### src/rtl/sobel_window_ctrl_pkg.sv
// Shared types for the Sobel window controller: pixel/window geometry,
// controller state encoding and the output FIFO entry layout.
package sobel_pkg;
  localparam int PIX_W   = 8;
  localparam int WIN_PIX = 9;

  typedef enum logic [1:0] {
    FILL  = 2'd0,
    RUN   = 2'd1,
    DRAIN = 2'd2
  } state_e;

  typedef struct packed {
    logic             last;
    logic [PIX_W-1:0] data;
  } ofifo_entry_t;

  // Column-major slot of window pixel (row r, column c); row 0 is the oldest line.
  function automatic logic [3:0] win_idx(input int r, input int c);
    return 4'(c * 3 + r);
  endfunction
endpackage

### src/rtl/sobel_window_ctrl_if.sv
// Pixel-in / window-out / result-out bundle of the Sobel window controller.
// slave is the controller side, master the source/operator/sink side.
interface sobel_window_ctrl_if;
  import sobel_pkg::*;

  logic                     in_valid;
  logic                     in_ready;
  logic [PIX_W-1:0]         in_data;
  logic [WIN_PIX*PIX_W-1:0] win_data;
  logic [PIX_W-1:0]         op_out;
  logic                     out_valid;
  logic                     out_ready;
  logic [PIX_W-1:0]         out_data;
  logic                     out_last;
  logic                     frame_done;

  modport slave (
    input  in_valid, in_data, op_out, out_ready,
    output in_ready, win_data, out_valid, out_data, out_last, frame_done
  );

  modport master (
    output in_valid, in_data, op_out, out_ready,
    input  in_ready, win_data, out_valid, out_data, out_last, frame_done
  );
endinterface

### src/rtl/sobel_window_ctrl_ofifo.sv
// Output result FIFO: {last, data} entries, power-of-two DEPTH, registered
// pointers and occupancy count.
module sobel_ofifo
  import sobel_pkg::*;
#(
  parameter int DEPTH = 4
) (
  input  logic                   clock,
  input  logic                   reset,
  input  logic                   i_push,
  input  ofifo_entry_t           i_din,
  input  logic                   i_pop,
  output ofifo_entry_t           o_dout,
  output logic [$clog2(DEPTH):0] o_count,
  output logic                   o_empty,
  output logic                   o_full
);
  localparam int AW = $clog2(DEPTH);
  localparam int NW = AW + 1;

  ofifo_entry_t  r_mem [DEPTH];
  logic [AW-1:0] r_wr_ptr;
  logic [AW-1:0] r_rd_ptr;
  logic [NW-1:0] r_count;
  logic          w_push;
  logic          w_pop;

  assign o_empty = (r_count == '0);
  assign o_full  = (r_count == NW'(DEPTH));
  assign o_count = r_count;
  assign o_dout  = r_mem[r_rd_ptr];
  assign w_push  = i_push && !o_full;
  assign w_pop   = i_pop && !o_empty;

  always_ff @(posedge clock) begin
    if (w_push) r_mem[r_wr_ptr] <= i_din;
  end

  always_ff @(posedge clock or posedge reset) begin
    if (reset) begin
      r_wr_ptr <= '0;
      r_rd_ptr <= '0;
      r_count  <= '0;
    end else begin
      if (w_push) r_wr_ptr <= r_wr_ptr + 1'b1;
      if (w_pop)  r_rd_ptr <= r_rd_ptr + 1'b1;
      case ({w_push, w_pop})
        2'b10:   r_count <= r_count + 1'b1;
        2'b01:   r_count <= r_count - 1'b1;
        default: r_count <= r_count;
      endcase
    end
  end
endmodule

### src/rtl/sobel_window_ctrl.sv
// Sobel window controller: line buffers + 3x3 window feeding an external
// registered operator, credit-based output FIFO and end-of-frame drain.
// Optional stall counter port enabled by SOBEL_CTRL_STALL_CNT_EN.
module sobel_window_ctrl
  import sobel_pkg::*;
#(
  parameter int IMG_W       = 16,
  parameter int IMG_H       = 16,
  parameter int OFIFO_DEPTH = 4
) (
  input  logic                clock,
  input  logic                reset,
  sobel_window_ctrl_if.slave  bus
`ifdef SOBEL_CTRL_STALL_CNT_EN
  ,
  output logic [31:0]         stall_cycles
`endif
);
  localparam int CW = (IMG_W > 1) ? $clog2(IMG_W) : 1;
  localparam int RW = (IMG_H > 1) ? $clog2(IMG_H) : 1;
  localparam int FW = $clog2(OFIFO_DEPTH) + 1;
  localparam int IW = FW + 1;

  state_e                          r_state;
  state_e                          w_state_nxt;
  logic [CW-1:0]                   r_col;
  logic [RW-1:0]                   r_row;
  logic [WIN_PIX-1:0][PIX_W-1:0]   r_win;
  logic [PIX_W-1:0]                r_lb0 [IMG_W];
  logic [PIX_W-1:0]                r_lb1 [IMG_W];
  logic                            r_wv;
  logic                            r_ov;
  logic                            r_wl;
  logic                            r_ol;
  logic                            r_armed;

  logic                            w_in_ready;
  logic                            w_accept;
  logic                            w_last_col;
  logic                            w_last_pix;
  logic                            w_frame_done;
  logic                            w_credit;
  logic [IW-1:0]                   w_inflight;
  logic [FW-1:0]                   w_fifo_count;
  logic                            w_fifo_empty;
  logic                            w_fifo_full;
  logic                            w_pop;
  ofifo_entry_t                    w_push_data;
  ofifo_entry_t                    w_head;

  assign w_accept   = bus.in_valid && w_in_ready;
  assign w_last_col = (r_col == CW'(IMG_W - 1));
  assign w_last_pix = w_last_col && (r_row == RW'(IMG_H - 1));

  // Everything already committed to the FIFO (queued, in the operator, or
  // in the window stage) must leave room for the pixel being accepted now.
  assign w_inflight = IW'(w_fifo_count) + IW'(r_wv) + IW'(r_ov);
  assign w_credit   = !w_fifo_full && (w_inflight <= IW'(OFIFO_DEPTH - 1));
  assign w_in_ready = r_armed && (r_state != DRAIN) && w_credit;

  always_ff @(posedge clock or posedge reset) begin
    if (reset) r_state <= FILL;
    else       r_state <= w_state_nxt;
  end

  always_comb begin
    w_state_nxt  = r_state;
    w_frame_done = 1'b0;
    case (r_state)
      FILL: begin
        if (w_accept && (r_row == RW'(1)) && w_last_col) w_state_nxt = RUN;
      end
      RUN: begin
        if (w_accept && w_last_pix) w_state_nxt = DRAIN;
      end
      DRAIN: begin
        if (!r_wv && !r_ov && w_fifo_empty) begin
          w_frame_done = 1'b1;
          w_state_nxt  = FILL;
        end
      end
      default: w_state_nxt = FILL;
    endcase
  end

  always_ff @(posedge clock or posedge reset) begin
    if (reset) begin
      r_col   <= '0;
      r_row   <= '0;
      r_win   <= '0;
      r_wv    <= 1'b0;
      r_ov    <= 1'b0;
      r_wl    <= 1'b0;
      r_ol    <= 1'b0;
      r_armed <= 1'b0;
    end else begin
      r_armed <= 1'b1;
      // col>=2 keeps the window from straddling the previous row's tail.
      r_wv    <= w_accept && (r_row >= RW'(2)) && (r_col >= CW'(2));
      r_wl    <= w_accept && w_last_pix;
      r_ov    <= r_wv;
      r_ol    <= r_wl;
      if (w_frame_done) begin
        r_col <= '0;
        r_row <= '0;
      end else if (w_accept) begin
        if (w_last_col) begin
          r_col <= '0;
          r_row <= (r_row == RW'(IMG_H - 1)) ? '0 : r_row + 1'b1;
        end else begin
          r_col <= r_col + 1'b1;
        end
      end
      if (w_accept) begin
        for (int r = 0; r < 3; r++) begin
          r_win[win_idx(r, 0)] <= r_win[win_idx(r, 1)];
          r_win[win_idx(r, 1)] <= r_win[win_idx(r, 2)];
        end
        r_win[win_idx(0, 2)] <= r_lb1[r_col];
        r_win[win_idx(1, 2)] <= r_lb0[r_col];
        r_win[win_idx(2, 2)] <= bus.in_data;
      end
    end
  end

  // Line buffer contents need no reset: rows 0/1 of a frame never emit.
  always_ff @(posedge clock) begin
    if (w_accept) begin
      r_lb1[r_col] <= r_lb0[r_col];
      r_lb0[r_col] <= bus.in_data;
    end
  end

  assign w_push_data = {r_ol, bus.op_out};
  assign w_pop       = !w_fifo_empty && bus.out_ready;

  sobel_ofifo #(.DEPTH(OFIFO_DEPTH)) u_ofifo (
    .clock   (clock),
    .reset   (reset),
    .i_push  (r_ov),
    .i_din   (w_push_data),
    .i_pop   (w_pop),
    .o_dout  (w_head),
    .o_count (w_fifo_count),
    .o_empty (w_fifo_empty),
    .o_full  (w_fifo_full)
  );

  assign bus.in_ready   = w_in_ready;
  assign bus.win_data   = r_win;
  assign bus.out_valid  = !w_fifo_empty;
  assign bus.out_data   = w_fifo_empty ? '0 : w_head.data;
  assign bus.out_last   = !w_fifo_empty && w_head.last;
  assign bus.frame_done = w_frame_done;

`ifdef SOBEL_CTRL_STALL_CNT_EN
  logic [31:0] r_stall;

  always_ff @(posedge clock or posedge reset) begin
    if (reset)                                        r_stall <= '0;
    else if (w_frame_done)                            r_stall <= '0;
    else if (bus.in_valid && !w_in_ready && r_stall != '1) r_stall <= r_stall + 1'b1;
  end

  assign stall_cycles = r_stall;
`endif
endmodule

### src/flat_wrapper.sv
// flat-port wrapper written by rule: the top's interface ports become plain ports
module sobel_window_ctrl_flat import sobel_pkg::*;
#(
  parameter int IMG_W       = 16,
  parameter int IMG_H       = 16,
  parameter int OFIFO_DEPTH = 4
)
  (clock, reset, bus_in_valid, bus_in_data, bus_op_out, bus_out_ready, bus_in_ready, bus_win_data, bus_out_valid, bus_out_data, bus_out_last, bus_frame_done);
  sobel_window_ctrl_if bus_i ();
  input  logic clock;
  input  logic reset;
  input wire logic [$bits(bus_i.in_valid)-1:0] bus_in_valid;
  input wire logic [$bits(bus_i.in_data)-1:0] bus_in_data;
  input wire logic [$bits(bus_i.op_out)-1:0] bus_op_out;
  input wire logic [$bits(bus_i.out_ready)-1:0] bus_out_ready;
  output wire logic [$bits(bus_i.in_ready)-1:0] bus_in_ready;
  output wire logic [$bits(bus_i.win_data)-1:0] bus_win_data;
  output wire logic [$bits(bus_i.out_valid)-1:0] bus_out_valid;
  output wire logic [$bits(bus_i.out_data)-1:0] bus_out_data;
  output wire logic [$bits(bus_i.out_last)-1:0] bus_out_last;
  output wire logic [$bits(bus_i.frame_done)-1:0] bus_frame_done;
  assign bus_i.in_valid = bus_in_valid;
  assign bus_i.in_data = bus_in_data;
  assign bus_i.op_out = bus_op_out;
  assign bus_i.out_ready = bus_out_ready;
  assign bus_in_ready = bus_i.in_ready;
  assign bus_win_data = bus_i.win_data;
  assign bus_out_valid = bus_i.out_valid;
  assign bus_out_data = bus_i.out_data;
  assign bus_out_last = bus_i.out_last;
  assign bus_frame_done = bus_i.frame_done;
  sobel_window_ctrl #(.IMG_W(IMG_W), .IMG_H(IMG_H), .OFIFO_DEPTH(OFIFO_DEPTH)) u_core (.clock(clock), .reset(reset), .bus(bus_i));
endmodule
### config.mk
export PLATFORM = sky130hd
export DESIGN_NAME = sobel_window_ctrl_flat
export DESIGN_NICKNAME = d
export VERILOG_FILES = /design/src/rtl/sobel_window_ctrl_pkg.sv /design/src/rtl/sobel_window_ctrl_if.sv /design/src/rtl/sobel_window_ctrl_ofifo.sv /design/src/rtl/sobel_window_ctrl.sv /design/src/flat_wrapper.sv
export SDC_FILE = /design/constraint.sdc
export NUM_CORES = 1
export LEC_CHECK = 0
export BUFFER_PORTS_ARGS = -buffer_cell sky130_fd_sc_hd__buf_2
export CAP_MARGIN = 10
export CORE_ASPECT_RATIO = 2
export CORE_MARGIN = 3
export CORE_UTILIZATION = 42
export CTS_CLUSTER_SIZE = 20
export DETAILED_ROUTE_END_ITERATION = 10
export GPL_ROUTABILITY_DRIVEN = 1
export SLEW_MARGIN = 15
export SYNTH_ARGS = -nofsm -noshare
export SYNTH_HDL_FRONTEND = slang
export SYNTH_HIERARCHICAL = 1
export SYNTH_SLANG_ARGS = --single-unit
### constraint.sdc
create_clock -name clock -period 3.75 [get_ports clock]
set_input_delay 0.375 -clock clock [delete_from_list [all_inputs] [get_ports clock]]
set_output_delay 0.375 -clock clock [all_outputs]
set_load 0.01 [all_outputs]
## After elaboration in Yosys (flattened, before gate mapping)

Memories as Yosys holds them, arrays and structs flattened. A register that Yosys moved wholly into a read port is not among the register bits.
Cells that the tools add are included.

- Register bits after elaboration: 86
- Memory bits (writable): 292
- Bits of input ports: 20
- Word-level logic and storage cells: 91
- Memories: 3

- Add/sub/neg operators: 8
- Magnitude comparators: 3
- Equal/unequal tests: 12
- Mux-type cells: 19
- Reductions and logical operators: 27

Memories:

| name | words | width | read ports | clocked after Yosys merged registers in | write ports | line | RTL |
|---|---|---|---|---|---|---|---|
| u_core.r_lb0 | 16 | 8 | 1 | 0 | 1 | sobel_window_ctrl.sv:29 | `logic [PIX_W-1:0] r_lb0 [IMG_W];` |
| u_core.r_lb1 | 16 | 8 | 1 | 1 | 1 | sobel_window_ctrl.sv:30 | `logic [PIX_W-1:0] r_lb1 [IMG_W];` |
| u_core.u_ofifo.r_mem | 4 | 9 | 1 | 0 | 1 | sobel_window_ctrl_ofifo.sv:21 | `ofifo_entry_t r_mem [DEPTH];` |

Operator list:

| kind | number |
|---|---|
| $mux W4 | 7 |
| $logic_and A1 B1 Y1 | 16 |
| $add A4 B1 Y4 const B | 2 |
| $eq A4 B4 Y1 const B | 2 |
| $ge A4 B2 Y1 const B | 2 |
| $mux W8 | 1 |
| $mux W1 | 6 |
| $mux W2 | 3 |
| $ne A2 B1 Y1 const B | 3 |
| $pmux W2 S3 | 1 |
| $pmux W3 S2 | 1 |
| $reduce_bool A2 Y1 | 3 |
| $add A2 B1 Y2 const B | 2 |
| $add A3 B1 Y4 | 1 |
| $add A4 B1 Y4 | 1 |
| $eq A2 B1 Y1 const B | 2 |
| $eq A2 B2 Y1 const B | 2 |
| $eq A4 B1 Y1 const B | 1 |
| $le A4 B2 Y1 const B | 1 |
| $logic_not A1 Y1 | 4 |
| $add A3 B1 Y3 const B | 1 |
| $eq A3 B3 Y1 const B | 1 |
| $logic_not A3 Y1 | 1 |
| $reduce_and A3 Y1 | 1 |
| 4 further kinds | 4 |

## Depth between registers and ports, before layout

- Depth in word-level cells: 10
- Gate-level depth with buffers: 10
- Gate-level depth less buffers: 9

## By module

Netlist, hierarchy kept.

Modules (own cells, without submodules):

| module | times used | cells each | area each (µm²) | seq. area each (µm²) |
|---|---|---|---|---|
| sobel_window_ctrl | 1 | 835 | 13487.9 | 9864.5 |
| sobel_ofifo | 1 | 85 | 1742.9 | 1256.2 |

## Worst setup path before layout

OpenSTA, ideal clock, no wires.

- Path kind: flip-flop to flip-flop
- From: reg u_core.u_ofifo.r_count[0], in the netlist u_core/u_ofifo/o_count[0]
- To: mem u_core.r_lb0[2][0] (enable)
- Library setup time: 0.409 ns
- Arrival: 2.549 ns
- Required time: 3.341 ns
- Path slack: 0.792 ns
- Cell stages (with the launch flop): 7
- Cell sequence: dfrtp_1 ha_1 a21oi_1 o211a_1 clkbuf_1 nand2_1 nor3_1

- Cells in the longest elaborated chain, start to end: 8

Ends and longest elaborated chain:

| element | line | RTL |
|---|---|---|
| from (decl) | sobel_window_ctrl_ofifo.sv:24 | `logic [NW-1:0] r_count;` |
| from (signal assigned) | sobel_window_ctrl_ofifo.sv:48 | `2'b10: r_count <= r_count + 1'b1;` |
| from (signal assigned) | sobel_window_ctrl_ofifo.sv:49 | `2'b01: r_count <= r_count - 1'b1;` |
| from (signal assigned) | sobel_window_ctrl_ofifo.sv:50 | `default: r_count <= r_count;` |
| $add A3 B1 Y4 | sobel_window_ctrl.sv:57 | `assign w_inflight = IW'(w_fifo_count) + IW'(r_wv) + IW'(r_ov);` |
| $add A4 B1 Y4 | sobel_window_ctrl.sv:57 |  |
| $le A4 B2 Y1 | sobel_window_ctrl.sv:58 | `assign w_credit = !w_fifo_full && (w_inflight <= IW'(OFIFO_DEPTH - 1));` |
| $logic_and A1 B1 Y1 (*) | sobel_window_ctrl.sv:58 |  |
| $logic_and A1 B1 Y1 (*) | sobel_window_ctrl.sv:59 | `assign w_in_ready = r_armed && (r_state != DRAIN) && w_credit;` |
| $logic_and A1 B1 Y1 (*) | sobel_window_ctrl.sv:51 | `assign w_accept = bus.in_valid && w_in_ready;` |
| $mux W1 (*) | sobel_window_ctrl.sv:128 | `if (w_accept) begin` |
| $mux W1 (not written as such) (*) | sobel_window_ctrl.sv:130 | `r_lb0[r_col] <= bus.in_data;` |
| to (decl) | sobel_window_ctrl.sv:29 |  |

Mark *: on every way between the ends. The rest lies on a longest branch, timed or not.

## Worst setup path after layout

- From: reg u_core.r_col[2]
- To: mem u_core.r_lb1[11][5] (data pin)

- Cells in the longest elaborated chain, start to end: 1

Ends and longest elaborated chain:

| element | line | RTL |
|---|---|---|
| from (decl) | sobel_window_ctrl.sv:26 | `logic [CW-1:0] r_col;` |
| from (signal assigned) | sobel_window_ctrl.sv:111 | `r_col <= r_col + 1'b1;` |
| $mem_v2 Z16 W8 | -- |  |
| to (decl) | sobel_window_ctrl.sv:30 |  |

No other way between the ends.

==> results.toml <==
[flow_run]
max_cap_violations = 0

[worst_setup_path]
crit_top_cell = "buf_4"
arrival_ps = 3100
path_max_fanout = 38
required_ps = 3990
critical_path_class = "reg -> reg"
critPathBufInv = 2
startpoint_type = "register"
cp_slowest_stage_delay_ps = 1050
crit_chain = "buf_4 > mux4_2 > a211oi_2 > nor2_1 > buf_4"
cp_slowest_cell = "dfrtp_2"
crit_family = "flip-flops"
crit_path_end_kind = "register"

[global_route]
grt_util_all_layers = 0.186
grt_first_pass_wirelength_um = 54100
first_global_vias = 8745
antenna_found_initial = 0
gr-total-overflow = 0
grt_start_max_net_pins = 63

[pwr]
power.leakage_nw = 6.62
peakVddDrop_uv = 527
power_density_mw_per_mm2 = 758

[clock_network]
cts_buffer_depth = 3
tritoncts = "yes"
postCtsSetupBuffers = 0
clock-sinks = 386
clockRootBuffer = "clkbuf_16"
numCtsBuffers = 34
worst_skew_pair.late_latency_ps = 520
path_clk_slew_ps = 70
hold_buffers = 1
ctsHtreeMaxLevel = 2
cts_resized = 0

[route]
post_drt_wl_per_cell_um = 23.5
drt-total-wl_um = 35800
drc = 0
drtPass1Iterations = 4
num_vias = 8183
ant_nets = 0
dr.first_iter.drc_count = 624
routed_via_density = 5.37

[final_layout]
antennaDiodeCount = 0
multiInputGateArea_mm2 = 0.00380
final_cell_count_no_fill = 1524
fill_cells = 3011
design.final.nets = 1084
final_layout_size_suffix_gt1_frac = 0.263
register_area_mm2 = 0.0111
area_delta_synth_final_pct = 15.0

[placement]
gp_congestion = 0.795
hpwl_um = 24500
placed_cells = 1463
io_buffer_count = 103

[floorplanning]
rows = 98
die_h_um = 275
fp.coreArea_mm2 = 0.0358
die_area_mm2 = 0.0387
boundaryPins = 104
fp.dieW_um = 141
start_util = 0.425

[outcome]
outcome = "complete, no violations"

[hold_path]
min_path_type = "in -> reg"

[sta]
slew_headroom = 0.299
tns_ps = 0
max_freq_mhz = 349
hold_viol_final = 0
clock_skew_ps = 18.0
fin_crit_sh = 0.763
setup_violations = 0
slew_viol_final = 0
rsz0062_at_grt = "no"
worst_slew_pin_slew_ps = 1050
post-route-min-period_ps = 2860

[synth]
synthTopCellsByArea = "edfxtp_1 (58%), dfrtp_1 (15%), mux4_2 (9.0%)"
synth_edf_count = 292
synthArstFlopShare = 0.244
synth-seq-area-share = 0.730
postSynthAreaPerCell_um2 = 16.6
synth.distinct_cells = 54
synth_nets = 954
synth_flop_cell = "edfxtp_1"
synth_top_area_cell = "edfxtp_1"
syn_area_mm2 = 0.0152
synth.ff_latch_count = 386
yosys_warnings = 6
synth_most_common_cell = "edfxtp_1"
synth_top_area_frac = 0.576
netlist_top_cells_count = "edfxtp_1 (292), nand2_1 (183), dfrtp_1 (94)"
synthCells = 920
-- flip-flops by register name, indices dropped and copies added (netlist names), 2 cells and up --
register	count
u_core/u_ofifo/r_wr_ptr	2
u_core/u_ofifo/r_mem	36
u_core/u_ofifo/o_count	3
u_core/r_state	2
u_core/r_row	4
u_core/bus.win_data	72
u_core/r_lb0	128
u_core/u_ofifo/r_rd_ptr	2
u_core/r_lb1	128
u_core/r_col	4
-- cells by family (layout without fill, tap and decap cells) --
logic type	Yosys count	in the layout	synth area share
xor gates and xnor gates	8	8	0.00460
and+or+nand+nor	280	280	0.0835
DFF	386	386	0.730
AOI/OAI and AO/OA	79	79	0.0389
adders and majority gates	14	14	0.0120
muxes	89	89	0.109
buffers and inverters	63	217	0.0217
other	1	1	0.000246
-- through the flow --
| step | setup slack [ps] | util | total power [mW] | hold slack (ps) | area, um^2 |
|---|---|---|---|---|---|
| 6_report | 887 | 0.489 | 13.3 | 74.3 | 17500 |
| 3_5_place_dp | 884 | 0.456 | 9.79 | 351 | 16300 |
| 3_3_place_gp | 904 | 0.456 | 9.74 | 332 | 16300 |
| 2_1_floorplan | 792 | - | 8.31 | 178 | 15200 |
| 4_1_cts | 866 | 0.489 | 13.4 | 51.4 | 17500 |
| 5_1_grt | 716 | 0.489 | 13.9 | 65.6 | 17500 |
-- worst paths after layout --
path,start,cells past startpoint,slack (ps),endpoint
setup / recovery,u_core/r_col[2]$_DFFE_PP0P_,5,890,u_core/r_lb1[11][5]$_DFFE_PP_
max in group asynchronous,reset,4,2270,u_core/bus.win_data[16]$_DFFE_PP0P_
setup reg to reg,u_core/r_col[2]$_DFFE_PP0P_,5,890,u_core/r_lb1[11][5]$_DFFE_PP_
hold / removal,bus_op_out[5],1,70,u_core/u_ofifo/r_mem[0][5]$_DFFE_PP_
hold reg to reg,u_core/r_wl$_DFF_PP0_,0,360,u_core/r_ol$_DFF_PP0_
min in group asynchronous,reset,3,370,u_core/u_ofifo/r_wr_ptr[0]$_DFFE_PP0P_
-- power breakdown --
group,internal [mW],switching (mW)
clock network,2.14,1.50
logic,1.48,2.14
registers,5.45,0.555
total,9.08,4.19
-- routing by layer --
layer	global-route usage	share of wire	vias up
met3	0.0227	0.040	81
met2	0.356	0.56	229
met5	0	0	-
met1	0.203	0.35	4171
met4	0.0842	0.045	0
li1	-	-	3702
-- layout by cell type, fill, tap and decap left out, types with 3 or more instances in the layout --
master / instances
and2_1: 13
nor3_1: 5
and3_1: 11
o21ai_0: 4
xnor2_1: 4
o31ai_1: 8
clkbuf_1: 6
o22ai_1: 14
nand2_1: 183
nand2b_1: 4
xor2_1: 4
a211oi_1: 7
clkbuf_16: 37
and2_2: 4
nand3_1: 6
nor2_1: 20
edfxtp_1: 292
inv_1: 15
nand3b_1: 3
dfrtp_2: 4
mux4_2: 61
a211oi_2: 12
buf_4: 36
a22oi_1: 4
bufinv_16: 5
nor2b_1: 13
a21oi_1: 16
a31oi_1: 4
dfrtp_1: 90
mux2i_1: 27
clkinv_1: 7
ha_1: 13
buf_2: 103
-- layout make-up --
type,count,area share
Sequential cell,386,0.635
Multi-Input combinational cell,471,0.217
Clock buffer,43,0.0542
Timing Repair Buffer,140,0.0454
Tap cell,450,0.0322
Clock inverter,17,0.0121
Inverter,17,0.00379
(Power assumes the default switching activity.)
